[config.mk]
export PLATFORM = sky130hd
export DESIGN_NAME = booth_divider
export DESIGN_NICKNAME = d
export VERILOG_FILES = /design/src/rtl/arith_pkg.sv /design/src/rtl/div_step.sv /design/src/rtl/booth_divider.sv
export SDC_FILE = /design/constraint.sdc
export NUM_CORES = 1
export LEC_CHECK = 0
export CAP_MARGIN = 20
export CORE_ASPECT_RATIO = 1.4
export CORE_MARGIN = 4
export CORE_UTILIZATION = 40
export DETAILED_ROUTE_END_ITERATION = 7
export PLACE_DENSITY_LB_ADDON = 0.12
export SYNTH_ARGS = -nofsm -noshare
export SYNTH_HDL_FRONTEND = slang
export SYNTH_HIERARCHICAL = 1
export SYNTH_SLANG_ARGS = --single-unit
[constraint.sdc]
create_clock -name clk -period 3.9 [get_ports clk]
set_input_delay 1.17 -clock clk [delete_from_list [all_inputs] [get_ports clk]]
set_output_delay 1.17 -clock clk [all_outputs]
set_load 0.05 [all_outputs]
[src/rtl/arith_pkg.sv]
// Shared arithmetic-unit types and helpers for booth_multiplier and booth_divider.
package arith_pkg;

    localparam int ARITH_MAX_W = 128;

    typedef enum logic [1:0] {IDLE, RUN, FIX, DONE} div_state_e;

    // Magnitude of a sign-extended operand, one bit wider so |MIN| is representable.
    function automatic logic [ARITH_MAX_W:0] abs_ext(input logic [ARITH_MAX_W-1:0] v);
        logic [ARITH_MAX_W:0] x;
        x = {v[ARITH_MAX_W-1], v};
        return x[ARITH_MAX_W] ? -x : x;
    endfunction

endpackage

[src/rtl/div_step.sv]
// One radix-2 restoring division step, purely combinational.
module div_step #(
    parameter int N = 64
) (
    input  logic [N:0]   r_i,
    input  logic [N-1:0] q_i,
    input  logic [N:0]   b_mag_i,
    output logic [N:0]   r_o,
    output logic [N-1:0] q_o
);
    logic [N:0]   r_shift;
    logic [N-1:0] q_shift;
    logic         unused_r_msb;

    // The partial remainder stays below |b| <= 2^(N-1), so its top bit is always zero here.
    assign unused_r_msb = r_i[N];
    assign r_shift      = {r_i[N-1:0], q_i[N-1]};
    assign q_shift      = {q_i[N-2:0], 1'b0};

    always_comb begin
        r_o = r_shift;
        q_o = q_shift;
        if (r_shift >= b_mag_i) begin
            r_o = r_shift - b_mag_i;
            q_o = q_shift | {{(N-1){1'b0}}, 1'b1};
        end
    end

endmodule

[src/rtl/booth_divider.sv]
// Signed N-bit divider (truncating), done N+1 edges after accept or 1 edge on b==0; start ignored while busy.
// DIVIDER_OVF_FLAG_EN adds the overflow output flagging MIN / -1.
module booth_divider
    import arith_pkg::*;
#(
    parameter int N = 64
) (
    input  logic         clk,
    input  logic         rst,
    input  logic         start,
    input  logic [N-1:0] dividend,
    input  logic [N-1:0] divisor,
    output logic [N-1:0] quotient,
    output logic [N-1:0] remainder,
    output logic         busy,
    output logic         done,
    output logic         div_by_zero
`ifdef DIVIDER_OVF_FLAG_EN
    ,
    output logic         overflow
`endif
);
    localparam int CW = $clog2(N + 1);

    div_state_e       state_q, state_d;
    logic [CW-1:0]    cnt_q, cnt_d;
    logic [N:0]       r_q, r_d;
    logic [N-1:0]     qw_q, qw_d;
    logic [N:0]       bmag_q, bmag_d;
    logic             sa_q, sa_d;
    logic             sb_q, sb_d;
    logic             dbz_pend_q, dbz_pend_d;
    logic [N-1:0]     quo_q, quo_d;
    logic [N-1:0]     rem_q, rem_d;
    logic             dbz_q, dbz_d;

    logic [ARITH_MAX_W:0] a_abs_w, b_abs_w;
    logic [N:0]           a_mag, b_mag;
    logic                 unused_abs;
    logic [N:0]           step_r;
    logic [N-1:0]         step_q;
    logic [N-1:0]         r_lo;

    assign a_abs_w    = abs_ext(ARITH_MAX_W'($signed(dividend)));
    assign b_abs_w    = abs_ext(ARITH_MAX_W'($signed(divisor)));
    assign a_mag      = a_abs_w[N:0];
    assign b_mag      = b_abs_w[N:0];
    assign unused_abs = ^{a_abs_w, b_abs_w};
    assign r_lo       = r_q[N-1:0];

    div_step #(.N(N)) u_step (
        .r_i     (r_q),
        .q_i     (qw_q),
        .b_mag_i (bmag_q),
        .r_o     (step_r),
        .q_o     (step_q)
    );

`ifdef DIVIDER_OVF_FLAG_EN
    logic ovf_pend_q, ovf_pend_d;
    logic ovf_q, ovf_d;
    assign overflow = ovf_q;
`endif

    always_comb begin
        state_d    = state_q;
        cnt_d      = cnt_q;
        r_d        = r_q;
        qw_d       = qw_q;
        bmag_d     = bmag_q;
        sa_d       = sa_q;
        sb_d       = sb_q;
        dbz_pend_d = dbz_pend_q;
        quo_d      = quo_q;
        rem_d      = rem_q;
        dbz_d      = dbz_q;
`ifdef DIVIDER_OVF_FLAG_EN
        ovf_pend_d = ovf_pend_q;
        ovf_d      = ovf_q;
`endif
        unique case (state_q)
            IDLE: begin
                if (start) begin
                    sa_d       = dividend[N-1];
                    sb_d       = divisor[N-1];
                    bmag_d     = b_mag;
                    qw_d       = a_mag[N-1:0];
                    r_d        = '0;
                    cnt_d      = '0;
                    dbz_pend_d = (divisor == '0);
`ifdef DIVIDER_OVF_FLAG_EN
                    ovf_pend_d = (dividend == {1'b1, {(N-1){1'b0}}}) && (divisor == '1);
`endif
                    // Divide-by-zero skips the iterations; FIX then publishes -1 and a.
                    state_d    = (divisor == '0) ? FIX : RUN;
                end
            end
            RUN: begin
                r_d   = step_r;
                qw_d  = step_q;
                cnt_d = cnt_q + CW'(1);
                if (cnt_q == CW'(N - 1)) begin
                    state_d = FIX;
                end
            end
            FIX: begin
                if (dbz_pend_q) begin
                    quo_d = '1;
                    rem_d = sa_q ? -qw_q : qw_q;
                    dbz_d = 1'b1;
                end else begin
                    quo_d = (sa_q ^ sb_q) ? -qw_q : qw_q;
                    rem_d = sa_q ? -r_lo : r_lo;
                    dbz_d = 1'b0;
                end
`ifdef DIVIDER_OVF_FLAG_EN
                ovf_d = ovf_pend_q;
`endif
                state_d = DONE;
            end
            DONE: begin
                state_d = IDLE;
            end
            default: begin
                state_d = IDLE;
            end
        endcase
    end

    always_ff @(posedge clk) begin
        if (rst) begin
            state_q    <= IDLE;
            cnt_q      <= '0;
            r_q        <= '0;
            qw_q       <= '0;
            bmag_q     <= '0;
            sa_q       <= 1'b0;
            sb_q       <= 1'b0;
            dbz_pend_q <= 1'b0;
            quo_q      <= '0;
            rem_q      <= '0;
            dbz_q      <= 1'b0;
`ifdef DIVIDER_OVF_FLAG_EN
            ovf_pend_q <= 1'b0;
            ovf_q      <= 1'b0;
`endif
        end else begin
            state_q    <= state_d;
            cnt_q      <= cnt_d;
            r_q        <= r_d;
            qw_q       <= qw_d;
            bmag_q     <= bmag_d;
            sa_q       <= sa_d;
            sb_q       <= sb_d;
            dbz_pend_q <= dbz_pend_d;
            quo_q      <= quo_d;
            rem_q      <= rem_d;
            dbz_q      <= dbz_d;
`ifdef DIVIDER_OVF_FLAG_EN
            ovf_pend_q <= ovf_pend_d;
            ovf_q      <= ovf_d;
`endif
        end
    end

    assign quotient    = quo_q;
    assign remainder   = rem_q;
    assign div_by_zero = dbz_q;
    assign busy        = (state_q != IDLE);
    assign done        = (state_q == DONE);

endmodule
# Yosys cells after proc, flatten, opt, wreduce, memory -nomap -nowiden
# Index checks and enable logic that the tools add are counted.
# classes
eq_ne,6
magnitude_cmp,1
reduce_logical,7
muxes,20
add_sub_neg,6
n_bitwise,1
# op_table
op,count
64-bit two-way mux,9
64-bit case mux with 2 select lines,2
64-bit negator,3
65-bit >= comparator,1
65-bit two-way mux,1
65-bit negator,1
64-bit logical NOT,1
64-bit subtractor,1
7-bit case mux with 2 select lines,1
2-bit case mux with 4 select lines,1
"7-bit by 1-bit adder with 7-bit output, second input constant",1
"7-bit by 6-bit equality test with 1-bit output, second input constant",1
7-bit two-way mux,1
2-bit two-way mux,3
2-bit AND reduction,3
"2-bit equality test, second input constant",2
"2-bit inequality test, second input constant",2
2-bit nonzero test,2
"2-bit by 1-bit equality test with 1-bit output, second input constant",1
2-bit logical NOT,1
1-bit two-way mux,2
1-bit bitwise XOR,1
# totals
word_cells,52
reg_bits,334
out_inout_bits,131
inputBits,131

# Depth between registers and ports, before layout
# Gate-level depths: netlist of the first run.
# depth
depth_word,4
depth_mapped,18
ltp_nobuf,16

# Cells and area by module
# Netlist of the first run, hierarchy kept.
# by_module_without_submodules
mod,seq_area_each_um2,instances,area_per_inst_um2,cells_per_inst
booth_divider,6706.4,1,19273.5,2456
div_step,0.0,1,5305.1,853

# Least setup slack after synthesis of the first run
# No wires, ideal clock.
# synth_path
path_kind,input-to-reg
startpoint,input port divisor[9]
endpoint,register bmag_q[58]
required_ns,3.775
setup_time_ns,0.125
cell_stages,8
path_buffers,1
arrival_time_ns,3.548
setup_slack_ns,0.227
path_cell_list,or3_4 > or4_4 > buf_6 > or4_4 > or3_4 > o41ai_4 > xor2_1 > o21ai_1
# synth_between
elab_chain_len,2
# synth_rtl
item,line,text
start: declaration,booth_divider.sv:12,"input logic [N-1:0] divisor,"
65-bit negator,arith_pkg.sv:12,return x[ARITH_MAX_W] ? -x : x;
65-bit two-way mux,arith_pkg.sv:12,
end signal: assignment,booth_divider.sv:152,bmag_q <= bmag_d;
end: declaration,booth_divider.sv:29,"logic [N:0] bmag_q, bmag_d;"
# Every way passes these cells.
# A chain may end at the register's enable or synchronous reset.

# Worst setup path in the final report of the first run
# layout_path
startpoint,input port divisor[0]
endpoint,register bmag_q[58]
# Same word-level chain as after synthesis.

==> qor.yml, run 1 <==
synthesis:
  syn_nets: 3502
  netlist_instances: 3296
  syn-cell-area_mm2: 0.0245
  yosys_warnings: 6
  synth_area_per_cell_um2: 7.43
critical_path:
  critPathRequiredTime_ns: 4.33
  cpPeakStageDelay_ns: 0.54
  path_buf_inv: 2
  cp-start-kind: "input port"
  rrSetupSlack_ns: 0.25
  cpLargestDelayFamily: "simple AND/OR/NAND/NOR gates"
  end_kind: "register"
  slowest_stage: "or4b_1"
  path_max_fanout: 3
  crit_chain: "clkdlybuf4s50_1 > inv_1 > ha_1 > or4b_1 > or3_1 > or4_4 > or3_4 > o41ai_4 > xor2_1 > o21ai_1"
  worstSetupPathType: "in -> reg"
  critPathArrivalTime_ns: 4.13
global_route:
  overflow: 0
  grtUsageTotal_pct: 27.1
  grt_first_pass_wirelength_um: 143000
  grt_max_degree: 68
  antenna_found_initial: 2
  grt_pass1_vias: 24800
timing:
  final-max-slew-violation-count: 0
  finalHoldViolations: 0
  fin_crit_sh_pct: 95.0
  skew_ns: 0.0257
  max_freq_mhz: 270
  post-route-min-period_ns: 3.70
  slew_headroom_pct: 27.5
  worstMarginPinSlew_ns: 1.08
  rsz0062_at_grt: "false"
  finalWorstSetupSlack_ns: 0.196
  finalSetupViolations: 0
  hold_ws_ns: 0.451
floorplanning:
  rows: 107
  initial_utilization_pct: 40.3
  core_area_mm2: 0.0608
  dieHeight_um: 301
  die_w_um: 217
  io_pins: 262
  die_area_mm2: 0.0653
route:
  routed_wl_um: 92100
  vias: 25400
  drc: 0
  drt_first_pass_iters: 6
  wl_per_cell_um: 21.0
  ant_nets: 0
  viasPerCell: 5.79
  drt-initial-drc-count: 2013
cells_and_area:
  n_antenna_cell: 0
  final_core_util_pct: 49.7
  areaGrowthSynthToFinish_pct: 23.3
  drive_gt1_share_pct: 11.4
  nets: 3752
  fillCellCount: 6088
place:
  port_buffers: 261
  dp_hpwl_um: 69800
  gp_congestion: 0.945
  post-place-ws_ns: -0.404
clocking:
  ctsLongestPathBuffers: 3
  cts.sinks: 334
  clk_latency_ns: 0.56
  postCtsHoldBufs: 0
  cts_tree: "yes"
  numCtsBuffers: 37
  h-tree-depth: 2
  clk_pin_slew_ns: 0.06
  cts_root_buffer: "clkbuf_16"
worst_hold_path:
  worstHoldPathType: "reg -> reg"
pwr:
  powerDensity_mw_per_mm2: 607
  ir_drop_mv: 0.346
  power.leakage_nw: 11.6
job:
  cap_viol_max_count: 0
outcome:
  outcome: "completed"
## layout make-up
class	instances	area (um^2)	area share [%]
tap	817	1020	3.39
timing repair buffer	527	4680	15.5
clock inverter	12	193	0.638
multi-input combinational	2537	16100	53.4
inverter	109	409	1.36
sequential	334	6690	22.2
clock buffer	52	1070	3.55
## registers in the layout (all words and copies together) (netlist names)
signal / flops
bmag_q: 65
cnt_q: 7
dbz_pend_q: 1
div_by_zero: 1
quotient: 64
qw_q: 64
r_q: 64
remainder: 64
sa_q: 1
sb_q: 1
state_q: 2
## stage by stage
step	std cells	cell area [um^2]	power (mW)	TNS, ns
floorplan	3296	24500	11.5	0
global placement	4323	28800	14.4	-4.91
detailed placement	4323	28800	14.4	-6.85
CTS	4387	30100	18.3	0
global route	4388	30200	19.4	0
finish	4388	30200	18.3	0
## path summary, 6_finish.rpt
check | startpoint | to | cells past startpoint
hold / removal | bmag_q[43] | bmag_q[43] | 2
setup / recovery | divisor[0] | bmag_q[58] | 10
hold reg to reg | bmag_q[43] | bmag_q[43] | 2
setup reg to reg | bmag_q[1] | r_q[63] | 17
## per-layer routing
layer / GRT usage, % / wire length [um] / up-vias
met4: 8.44 / 2980 / 0
li1: - / - / 12300
met3: 2.87 / 4950 / 155
met2: 47.3 / 44600 / 876
met1: 35.2 / 39600 / 12000
met5: 0 / 0 / -
## cells in the final DEF, fill, tap and decap left out, drive strengths merged, types with 7 or more instances in the layout
master / count
o41ai: 35
xor2: 191
nor3: 93
o21ai: 245
nor3b: 10
or2: 17
a21o: 42
a221oi: 15
dfxtp: 334
o221ai: 8
clkbuf: 53
or4: 43
nand2: 369
ha: 74
a22oi: 72
a31oi: 46
nand3: 53
buf: 268
a32oi: 10
and2: 16
nand2b: 22
a41oi: 7
and3: 21
nor2: 319
o21a: 16
nand4: 49
a21oi: 197
o21bai: 17
o22ai: 16
nor4: 43
clkdlybuf4s50: 258
xnor2: 128
a211oi: 110
o31ai: 80
inv: 110
o211ai: 22
mux2i: 19
or3: 44
## worst min-delay path: stages, from the launching register on
cell,delay [ns]
dfxtp_1,0.31
nand2_1,0.05
o21ai_1,0.05
## power by group
part | leakage [nW] | switching, mW | internal (mW)
Combinational | 8.21 | 6.19 | 3.26
Sequential | 2.72 | 0.948 | 4.14
Clock | 0.627 | 1.53 | 2.25
Total | 11.6 | 8.66 | 9.64
## what timing repair did
item                       4_1_cts  5_1_grt
resized for setup                2       16
setup endpoints to repair        2       10
setup buffers                    0        1
pin swaps                        0       10
(Power assumes the default switching activity.)
==> run 2: changes to the inputs <==
CORE_UTILIZATION = 35   (was 40)
CTS_CLUSTER_DIAMETER = 150   (was default)
TNS_END_PERCENT = 1   (was default)
==> run 2 against run 1 <==
  * Clock skew is 0.0045 ns lower
  * Via count fell by 1.3%
  * Total power down 0.48%
  * Die area is 14% higher
  * Highest routed layer is now met5
  * Fmax shrank 0.55%
  * Non-clock buffer count is 5 lower
  * Largest cell class unchanged
==> qor.yml, run 2 (synthesis results as in run 1) <==
critical_path:
  critPathRequiredTime_ns: 4.31  # -0.02 ns
  cpPeakStageDelay_ns: 0.39  # -0.15 ns
  crit_chain: "buf_12 > inv_1 > ha_1 > fa_1 > nand2b_1 > a21oi_2 > a21oi_2 > o211ai_2 > a311oi_1 > o41ai_4 > buf_4 > a41oi_2 > o21ai_1 > xnor2_1 > o21ai_2 > a22oi_1 > nor2_1"
  worstSetupPathType: "reg -> reg"
  crit_start: "qw_q[63]"
  cp-start-kind: "register"
  critPathArrivalTime_ns: 4.14  # about the same
  slowest_stage: "fa_1"
  path_max_fanout: 3  # unchanged
  end_kind: "register"
  worst_path_most_repeated_cell: "a21oi_2"
  r2r-start: "qw_q[63]"
timing:
  post-route-min-period_ns: 3.72  # +0.0206 ns
  rsz0062_at_grt: "false"
  finalSetupTns_ns: 0  # unchanged
  finalSetupViolations: 0  # unchanged
  finalWorstSetupSlack_ns: 0.175  # -0.0206 ns
  slew_headroom_pct: 26.8  # -0.75 points
  fin_crit_sh_pct: 95.5  # +0.53 points
  worstMarginPinSlew_ns: 1.09  # +0.0111 ns
  skew_ns: 0.0212  # -0.00453 ns
  max_freq_mhz: 268  # -0.55%
  final-max-slew-violation-count: 0  # unchanged
  hold_ws_ns: 0.446  # -0.00489 ns
  finalHoldViolations: 0  # unchanged
global_route:
  grt_pass1_vias: 24500  # -1.3%
  grt_first_pass_wirelength_um: 143000  # about the same
  overflow: 0  # unchanged
  antenna_found_initial: 3  # +1
  grt_max_degree: 119  # +75%
  grtUsageTotal_pct: 24.0  # -3.1 points
cells_and_area:
  largest_reg_flops: 65  # unchanged
  areaGrowthSynthToFinish_pct: 23.4  # about the same
  finish.instance_area_mm2: 0.0302  # about the same
  regMostFlops: "bmag_q"
  layout.cells.most_common: "nand2_1"
  final_cells: 4496  # +2.5%
  drive_gt1_share_pct: 11.2  # -0.24 points
  final_cell_mix: "nand2_1, dfxtp_1, nor2_1, clkdlybuf4s50_1, buf_4"
  nets: 3749  # -0.080%
  final_core_util_pct: 43.7  # -6.0 points
worst_hold_path:
  hold_start: "bmag_q[35]"
  worstHoldPathType: "reg -> reg"
place:
  placed_area_mm2: 0.0289  # +0.42%
  gp_congestion: 0.886  # -6.3%
  dp_cells: 4430  # +2.5%
  port_buffers: 261  # unchanged
  dp_hpwl_um: 71700  # +2.7%
  post-place-ws_ns: -0.373  # +0.0317 ns
route:
  vias: 25100  # -1.3%
  routed_wl_um: 93900  # +1.9%
  wl_per_cell_um: 20.9  # -0.57%
  ant_nets: 0  # unchanged
  drt_first_pass_iters: 5  # -1
  drt-initial-drc-count: 1786  # -11%
  drc: 0  # unchanged
  viasPerCell: 5.57  # -3.7%
pwr:
  power_mw: 18.2  # -0.48%
  ir_drop_mv: 0.395  # +14%
  power.leakage_nw: 11.5  # -0.46%
  powerDensity_mw_per_mm2: 603  # -0.55%
floorplanning:
  rows: 114  # +6.5%
  initial_utilization_pct: 35.4  # -4.9 points
  core_area_mm2: 0.0692  # +14%
  die_w_um: 232  # +6.6%
  die_area_mm2: 0.0743  # +14%
  dieHeight_um: 321  # +6.7%
  io_pins: 262  # unchanged
clocking:
  post-cts-setup-buffers: 0  # unchanged
  cts_tree: "yes"
  clk_pin_slew_ns: 0.06  # about the same
  cts_root_buffer: "clkbuf_16"
  numCtsBuffers: 39  # +5.4%
  ctsLongestPathBuffers: 3  # unchanged
  h-tree-depth: 2  # unchanged
  postCtsHoldBufs: 0  # unchanged
  cts.sinks: 334  # unchanged
  clk_latency_ns: 0.57  # about the same
job:
  cap_viol_max_count: 0  # unchanged
outcome:
  outcome: "completed"
## run 2: worst paths after layout
check,cells after the start,end,slack (ns)
worst max-delay path,17,r_q[58],0.18
worst min-delay path,2,bmag_q[35],0.45
worst max register to register,17,r_q[58],0.18
worst min register to register,2,bmag_q[35],0.45
## run 2: cell type report
class                   count  area (um^2)
multi-input cells        2537        16000
fillers                  7094        39000
clock inverters            13          134
flip-flops and latches    334         6690
repair buffers            522         4650
diodes                      1         2.50
well taps                 928         1160
inverters                 109          409
clock buffers              52         1100
## run 2: what timing repair did
item	in CTS	in global routing
resized for setup	2	4
pin swaps	0	2
cloned	0	0
endpoints found under the setup margin	1	7
## run 2: report_power, final
| group | internal (mW) | switching, mW |
|---|---|---|
| Clock | 2.12 | 1.56 |
| Combinational | 3.25 | 6.20 |
| Sequential | 4.14 | 0.951 |
| Total | 9.51 | 8.71 |
## run 2: routing by layer
layer	GRT usage, %	routed length, um
met2	41.4	44900
met1	31.3	41500
met3	2.53	4290
met5	0	13
met4	7.84	3190
## run 2: critical path: cells and delay by family (launching register included)
family	cells	cell delay, ns
XOR/XNOR	1	0.16
AO/OA/AOI/OAI	9	1.79
adder cells (fa/ha/maj)	2	0.61
AND/OR/NAND/NOR	2	0.24
buffers and inverters	3	0.39
flip-flops	1	0.37
